## src/rtl/alu_operand_sequencer_pkg.sv

```systemverilog
// rtl/alu_operand_sequencer_pkg.sv - shared types and display constants for the operand sequencer
package alu_operand_sequencer_pkg;

  // Operand-entry step, also drives the step indicator
  typedef enum logic [2:0] {
    GET_A  = 3'd0,
    GET_B  = 3'd1,
    GET_OP = 3'd2,
    ISSUE  = 3'd3,
    DONE   = 3'd4
  } state_t;

  // ALU opcode encoding shared with the ALU datapath
  typedef enum logic [1:0] {
    OP_AND = 2'b00,
    OP_OR  = 2'b01,
    OP_ADD = 2'b10,
    OP_SUB = 2'b11
  } op_t;

  // 7-segment patterns, bit7 = DP (always off); reused by the ALU result display
  localparam logic [7:0] SEG_A    = 8'b0111_0111;
  localparam logic [7:0] SEG_B    = 8'b0111_1100;
  localparam logic [7:0] SEG_O    = 8'b0101_1100;
  localparam logic [7:0] SEG_DASH = 8'b0100_0000;
  localparam logic [7:0] SEG_D    = 8'b0101_1110;

endpackage

```

## src/rtl/alu_operand_sequencer_if.sv

```systemverilog
// rtl/alu_operand_sequencer_if.sv - switch inputs and ALU request handshake bundle
interface alu_operand_sequencer_if #(
  parameter int NBITS_OPND = 3,
  parameter int NBITS_OP   = 2
);
  logic [NBITS_OPND-1:0] data_in;
  logic [NBITS_OP-1:0]   op_in;
  logic                  load;
  logic                  clear;
  logic                  ready;
  logic [NBITS_OPND-1:0] a_out;
  logic [NBITS_OPND-1:0] b_out;
  logic [NBITS_OP-1:0]   op_out;
  logic                  valid;
  logic [7:0]            step_seg;

  // Operator panel / ALU side
  modport master (
    output data_in, op_in, load, clear, ready,
    input  a_out, b_out, op_out, valid, step_seg
  );

  // Sequencer side
  modport slave (
    input  data_in, op_in, load, clear, ready,
    output a_out, b_out, op_out, valid, step_seg
  );
endinterface

```

## src/rtl/alu_operand_sequencer_load_debouncer.sv

```systemverilog
// rtl/alu_operand_sequencer_load_debouncer.sv - load switch debouncer with rise strobe
module load_debouncer #(
  parameter int DEBOUNCE_CYCLES = 2
) (
  input  logic clk_2,
  input  logic reset,
  input  logic i_raw,
  output logic o_level,
  output logic o_rise
);
  localparam int CNT_W = (DEBOUNCE_CYCLES < 1) ? 1 : $clog2(DEBOUNCE_CYCLES + 1);
  localparam logic [CNT_W-1:0] CNT_MAX = CNT_W'(DEBOUNCE_CYCLES);

  logic [CNT_W-1:0] r_cnt;
  logic             r_level;
  logic             r_rise;

  // Count cycles of disagreement; accept the raw level once it has held long enough
  always_ff @(posedge clk_2) begin
    if (reset) begin
      r_cnt   <= '0;
      r_level <= 1'b0;
      r_rise  <= 1'b0;
    end else begin
      r_rise <= 1'b0;
      if (i_raw != r_level) begin
        if (r_cnt == CNT_MAX) begin
          r_level <= i_raw;
          r_cnt   <= '0;
          r_rise  <= i_raw;
        end else begin
          r_cnt <= r_cnt + CNT_W'(1);
        end
      end else begin
        r_cnt <= '0;
      end
    end
  end

  assign o_level = r_level;
  assign o_rise  = r_rise;
endmodule

```

## src/rtl/alu_operand_sequencer.sv

```systemverilog
// rtl/alu_operand_sequencer.sv - three-press operand entry FSM with valid/ready issue
module alu_operand_sequencer
  import alu_operand_sequencer_pkg::*;
#(
  parameter int DEBOUNCE_CYCLES = 2,
  parameter int NBITS_OPND      = 3,
  parameter int NBITS_OP        = 2
) (
  input logic                    clk_2,
  input logic                    reset,
  alu_operand_sequencer_if.slave bus
);
  state_t                r_state;
  state_t                w_next;
  logic [NBITS_OPND-1:0] r_a;
  logic [NBITS_OPND-1:0] r_b;
  logic [NBITS_OP-1:0]   r_op;
  logic                  w_load_db;
  logic                  w_rise;
  logic                  w_press;
  logic                  w_valid;
  logic [7:0]            w_seg;

  load_debouncer #(
    .DEBOUNCE_CYCLES(DEBOUNCE_CYCLES)
  ) u_load_debouncer (
    .clk_2  (clk_2),
    .reset  (reset),
    .i_raw  (bus.load),
    .o_level(w_load_db),
    .o_rise (w_rise)
  );

  // A press is the one-cycle rise of the debounced level
  assign w_press = w_rise & w_load_db;

  // State register
  always_ff @(posedge clk_2) begin
    if (reset) r_state <= GET_A;
    else       r_state <= w_next;
  end

  // Next state: clear beats press and ready; ready only matters in ISSUE
  always_comb begin
    w_next = r_state;
    if (bus.clear) begin
      w_next = GET_A;
    end else begin
      case (r_state)
        GET_A:   if (w_press)   w_next = GET_B;
        GET_B:   if (w_press)   w_next = GET_OP;
        GET_OP:  if (w_press)   w_next = ISSUE;
        ISSUE:   if (bus.ready) w_next = DONE;
        DONE:    if (w_press)   w_next = GET_B;
        default:                w_next = GET_A;
      endcase
    end
  end

  // Outputs decoded from the registered state, so valid is glitch-free
  always_comb begin
    w_valid = 1'b0;
    w_seg   = SEG_A;
    case (r_state)
      GET_A:   w_seg = SEG_A;
      GET_B:   w_seg = SEG_B;
      GET_OP:  w_seg = SEG_O;
      ISSUE: begin
        w_seg   = SEG_DASH;
        w_valid = 1'b1;
      end
      DONE:    w_seg = SEG_D;
      default: w_seg = SEG_A;
    endcase
  end

  // Field capture on a press; fields survive clear and are only overwritten by new presses
  always_ff @(posedge clk_2) begin
    if (reset) begin
      r_a  <= '0;
      r_b  <= '0;
      r_op <= '0;
    end else if (!bus.clear && w_press) begin
      case (r_state)
        GET_A, DONE: r_a  <= bus.data_in;
        GET_B:       r_b  <= bus.data_in;
        GET_OP:      r_op <= bus.op_in;
        default:     ;
      endcase
    end
  end

  assign bus.a_out    = r_a;
  assign bus.b_out    = r_b;
  assign bus.op_out   = r_op;
  assign bus.valid    = w_valid;
  assign bus.step_seg = w_seg;
endmodule

```

## src/flat_wrapper.sv

```systemverilog
// flat-port wrapper written by rule: the top's interface ports become plain ports
module alu_operand_sequencer_flat import alu_operand_sequencer_pkg::*;
#(
  parameter int DEBOUNCE_CYCLES = 2,
  parameter int NBITS_OPND      = 3,
  parameter int NBITS_OP        = 2
)
  (clk_2, reset, bus_data_in, bus_op_in, bus_load, bus_clear, bus_ready, bus_a_out, bus_b_out, bus_op_out, bus_valid, bus_step_seg);
  alu_operand_sequencer_if #(.NBITS_OPND(NBITS_OPND), .NBITS_OP(NBITS_OP)) bus_i ();
  input logic clk_2;
  input logic reset;
  input wire logic [$bits(bus_i.data_in)-1:0] bus_data_in;
  input wire logic [$bits(bus_i.op_in)-1:0] bus_op_in;
  input wire logic [$bits(bus_i.load)-1:0] bus_load;
  input wire logic [$bits(bus_i.clear)-1:0] bus_clear;
  input wire logic [$bits(bus_i.ready)-1:0] bus_ready;
  output wire logic [$bits(bus_i.a_out)-1:0] bus_a_out;
  output wire logic [$bits(bus_i.b_out)-1:0] bus_b_out;
  output wire logic [$bits(bus_i.op_out)-1:0] bus_op_out;
  output wire logic [$bits(bus_i.valid)-1:0] bus_valid;
  output wire logic [$bits(bus_i.step_seg)-1:0] bus_step_seg;
  assign bus_i.data_in = bus_data_in;
  assign bus_i.op_in = bus_op_in;
  assign bus_i.load = bus_load;
  assign bus_i.clear = bus_clear;
  assign bus_i.ready = bus_ready;
  assign bus_a_out = bus_i.a_out;
  assign bus_b_out = bus_i.b_out;
  assign bus_op_out = bus_i.op_out;
  assign bus_valid = bus_i.valid;
  assign bus_step_seg = bus_i.step_seg;
  alu_operand_sequencer #(.DEBOUNCE_CYCLES(DEBOUNCE_CYCLES), .NBITS_OPND(NBITS_OPND), .NBITS_OP(NBITS_OP)) u_core (.clk_2(clk_2), .reset(reset), .bus(bus_i));
endmodule
```

## config.mk

```make
export PLATFORM = sky130hd
export DESIGN_NAME = alu_operand_sequencer_flat
export DESIGN_NICKNAME = d
export VERILOG_FILES = /design/src/rtl/alu_operand_sequencer_pkg.sv /design/src/rtl/alu_operand_sequencer_if.sv /design/src/rtl/alu_operand_sequencer_load_debouncer.sv /design/src/rtl/alu_operand_sequencer.sv /design/src/flat_wrapper.sv
export SDC_FILE = /design/constraint.sdc
export NUM_CORES = 1
export LEC_CHECK = 0
export BUFFER_PORTS_ARGS = -buffer_cell sky130_fd_sc_hd__buf_2
export CORE_MARGIN = 4
export CORE_UTILIZATION = 42
export CTS_CLUSTER_SIZE = 8
export DETAILED_ROUTE_END_ITERATION = 8
export PLACE_DENSITY = 0.71
export SLEW_MARGIN = 20
export SYNTH_ARGS = -nofsm -noshare
export SYNTH_HDL_FRONTEND = slang
export SYNTH_SLANG_ARGS = --single-unit
```

## constraint.sdc

```tcl
create_clock -name clk_2 -period 1.4 [get_ports clk_2]
set_clock_uncertainty 0.15 [all_clocks]
set_input_delay 0.42 -clock clk_2 [delete_from_list [all_inputs] [get_ports clk_2]]
set_output_delay 0.42 -clock clk_2 [all_outputs]
set_load 0.01 [all_outputs]
```

[After elaboration in Yosys (flattened, before gate mapping)]
Index checks and enable logic that the tools add are counted.
Storage, ports and cells
  register bits after elaboration: 15
  bits of input ports: 10
  output and inout port bits: 17
  logic and storage cells: 40
Operators by class
  add/subtract/negate cells: 1
  equality and inequality tests: 10
  multiplexer cells: 7
  bitwise gates (word level): 3
  reductions and logical operators: 12
Operators with widths (number)
  6-bit one-hot mux with 4 select lines: 1
  3-bit 2-to-1 mux: 4
  3-bit one-hot mux with 4 select lines: 1
  2-bit AND reduction: 4
  3-bit by 2-bit == test with 1-bit output, second input constant: 2
  2-bit by 1-bit inequality test with 1-bit output, second input constant: 3
  3-bit OR reduction: 2
  4-bit AND reduction: 1
  2-bit OR reduction: 2
  3-bit by 1-bit == test with 1-bit output, second input constant: 1
  3-bit == test, second input constant: 1
  3-bit zero test: 1
  2-bit by 1-bit adder with 2-bit output, second input constant: 1
  2-bit == test, second input constant: 1
  2-bit inequality test, second input constant: 1
  1-bit NOT: 2
  1-bit bitwise AND: 1
  1-bit logical AND: 1
  1-bit zero test: 1
  1-bit 2-to-1 mux: 1
  1-bit inequality test: 1

[Longest topological paths before layout]
  depth after elaboration: 4
  gate-level depth with buffers: 6
  mapped depth without buffers: 5

[Modules after synthesis]
From an unflattened synthesis, not the netlist that was laid out.
Second synthesis, totals
  cell total of the unflattened synthesis: 81
  area total of the unflattened synthesis: 758.2 µm²
Modules (own cells, without submodules)
  alu_operand_sequencer: instances 1, cells an instance 69, area an instance 614.3 µm², seq. area each 220.2 µm²
  load_debouncer: instances 1, cells an instance 12, area an instance 143.9 µm², seq. area each 80.1 µm²

[Worst setup path after synthesis]
Ideal clock, no wire load.
  kind: flip-flop to output port
  start: register u_core.r_state[1]
  end: output bus_step_seg[0]
  arrival time: 1028 ps
  required time: 830 ps
  setup slack: -198 ps
  stages on the path, launching flop included: 6
  path buffers: 1
  path through: dfxtp_1 buf_2 nor2b_1 nand2_1 inv_1 nor2_1
Between the ends
  cells in the longest elaborated chain, start to end: 2
  elaborated cells on any way between the ends: 5
  those cells by class: eq/ne (4); mux (1)
RTL lines
  from (decl): line alu_operand_sequencer.sv:13  | state_t r_state;
  from (signal assigned): line alu_operand_sequencer.sv:40  | else r_state <= w_next;
  3-bit == test (tied with other cells): line alu_operand_sequencer.sv:64  | case (r_state)
  6-bit one-hot mux with 4 select lines (*): line alu_operand_sequencer.sv:64
  to (decl): line flat_wrapper.sv:21  | output wire logic [$bits(bus_i.step_seg)-1:0] bus_step_seg;
Mark *: on every way between the ends. The rest lies on a longest branch, timed or not.

[Worst setup path in the final report]
  start: register u_core.r_state[2]
  end: output bus_step_seg[0]
The elaborated chain is that of the path after synthesis.

==> metrics.md <==
| Metric | Value |
|---|---|
| Outcome | complete, but fails checks |
| Failing checks | setup timing |
| Synth warn | 0 |
| WL/cell | 13.3 µm |
| Die height | 50.6 µm |
| DRT Pass-1 Iters | 4 |
| Main flop type after synthesis | dfxtp_1 |
| Placed inst area | 993 µm² |
| Worst vdd ir | 0.000590 V |
| Post-synth EDFFs | 0 |
| Synth top area share | 39.3% |
| Area contributors post-synth | dfxtp_1 (39%), mux2i_1 (13%), nand2b_1 (12%), buf_4 (3.0%), nor2_1 (3.0%) |
| Die Wd | 50.6 µm |
| Buffer levels on the longest clock path | 2 |
| Uppermost layer routed | met4 |
| FF+latch count, synth | 15 |
| Met3 wire length | 91 µm |
| Clk root buf | clkbuf_4 |
| CTS tree | built |
| Critical path class | reg2out |
| Via count | 691 |
| HP Class | in2reg |
| Die footprint | 2560 µm² |
| Synth top cells by count | dfxtp_1 (15), nand2b_1 (15), mux2i_1 (10), nor2_1 (6), buf_2 (4) |
| Hold Fails Final Rpt | 0 |
| Number of port buffers | 24 |
| Nets | 130 |
| Fillers | 136 |
| Synth Net Count | 92 |
| FF+latch area | 314 µm² |
| Initial antenna violation count | 0 |
| Cell area after synthesis | 763 µm² |
| DRT iter0 DRCs | 6 |
| GP Congestion | 0.751 |
| GR Overflow Total | 0 |
| Post-route cell area | 1190 µm² |
| Count of final max-slew check failures | 0 |
| Number of global-route vias before repair | 621 |
| Met2 wire length | 938 µm |
| Syn-to-layout area delta | 55.9% |
| Finish-stage setup viols | 12 |
| Worst setup SP type | flip-flop |
| Ant. Diodes | 0 |
| DRC viols | 0 |
| Worst EP required | 0.83 ns |
| Largest net degree at the start of global routing | 12 |
| Initial core utilization | 44.2% |
| Via density per instance | 4.83 |
| Ratio of cells with drive above 1 in the final layout | 56.8% |
| Worst skew pair latency | 0.28 ns |
| I/O Pins | 27 |
| Fin crit share | 126% |
| Area of the multi-input gates | 497 µm² |
| Worst-path clk slew | 0.08 ns |
| CTS Buf Count | 3 |
| Global-route wire length before repair | 2790 µm |
| Routed wire length | 1900 µm |
| Global-route usage over all layers | 14.8% |
| Sequential area share after synthesis | 39.3% |
| Max cap viols | 0 |
| Crit end category | output pin |
| Synthesized instance count | 81 |
| Row count | 15 |
| TritonCTS Sinks | 15 |
| Area leader, netlist | dfxtp_1 |
| Leakage Power | 0.000534 µW |
| Netlist cell types | 29 |
| FFs w/ async S/R, synth | 0% |
| F_max | 565 MHz |
| Met1 Wirelength | 854 µm |
| Final ANT Viol Nets | 0 |
| Place WS | -0.161 ns |
| RSZ-0062 raised after global routing | true |
| Core Box Area | 1730 µm² |
| DP Wirelength | 1230 µm |
| Final WS setup | -0.369 ns |
| CTS HTree Levels | 1 |
| Crit-path max FO | 6 |
| Tmin final | 1.77 ns |
| Core Util, Final | 68.9% |
| Syn Area/Cell | 9.42 µm² |
| Pwr per Cell Area | 611 nW/µm² |
| Crit path DAT | 1.20 ns |
cell families after synthesis:
kind of cell | share of synthesized area, %
fa+ha+maj | 1.64
flops | 39.3
compound gates | 7.71
xor+xnor | 2.30
buf+inv | 7.54
other cells | 0.984
mux | 13.1
simple gates | 27.4
worst max-delay path, cell delays in order (launching register included):
cell and delay, ns:
dfxtp_4 0.38, nand2b_4 0.16, o22ai_4 0.20, nor2_4 0.06
buf_6 0.12
sequential cells by signal, indices dropped and copies added (netlist names):
register	count
u_core.bus.a_out	3
u_core.bus.b_out	3
u_core.r_state	3
u_core.bus.op_out	2
u_core.u_load_debouncer.r_cnt	2
u_core.u_load_debouncer.o_level	1
u_core.u_load_debouncer.o_rise	1
repair_timing:
action	CTS	global route
endpoints found under the setup margin	15	13
buffers inserted	2	2
hold endpoints to repair	0	0
pin swaps	2	5
hold buffers	0	0
resized for setup	19	13
placed cells by master (no fill, tap or decap), drive strengths merged, types with 2 or more instances in the layout:
cell     n
nand2    2
or3      2
buf     41
dfxtp   15
nand2b  15
clkbuf   4
conb     2
nor2     6
nor4     2
mux2i   10
inv      3
xnor2    2
path summary, 6_finish.rpt:
path,start,endpoint,slack [ns],cells past startpoint
max,u_core.r_state[2],bus_step_seg[0],-0.37,4
min,bus_ready,u_core.r_state[1],0.24,2
max reg2reg,u_core.r_state[2],u_core.bus.b_out[1],-0.20,5
min reg2reg,u_core.u_load_debouncer.r_cnt[0],u_core.u_load_debouncer.r_cnt[0],0.27,1
where the power goes:
group,switching (µW),internal [µW],leakage (µW),total (µW)
Sequential,2.57,425,0.000125,428
Clock,127,110,0.0000150,237
Combinational,29.6,32.2,0.000394,61.9
per-stage QoR:
step | hold WS (ns) | setup TNS, ns | total power (µW) | std cells
after detailed placement | 0.258 | -1.47 | 501 | 136
after global placement | 0.250 | -1.07 | 500 | 136
after global routing | 0.222 | -3.51 | 771 | 143
after CTS | 0.198 | -2.99 | 738 | 142
final | 0.245 | -2.73 | 727 | 143
after floorplan | 0.241 | -0.173 | 475 | 81
final cells by class:
class	count	share of cell area, %
multi-input combinational	55	41.7
sequential	15	26.4
timing repair buffer	41	25.9
tap	25	2.63
clock buffer	4	2.21
inverter	3	1.16
per-layer routing:
layer	global-route usage (%)	up-vias
met5	0	-
met4	4.04	0
met3	5.93	2
met2	26.7	16
met1	15.6	326
li1	-	347
No activity file was read; power rests on OpenSTA's default activity.
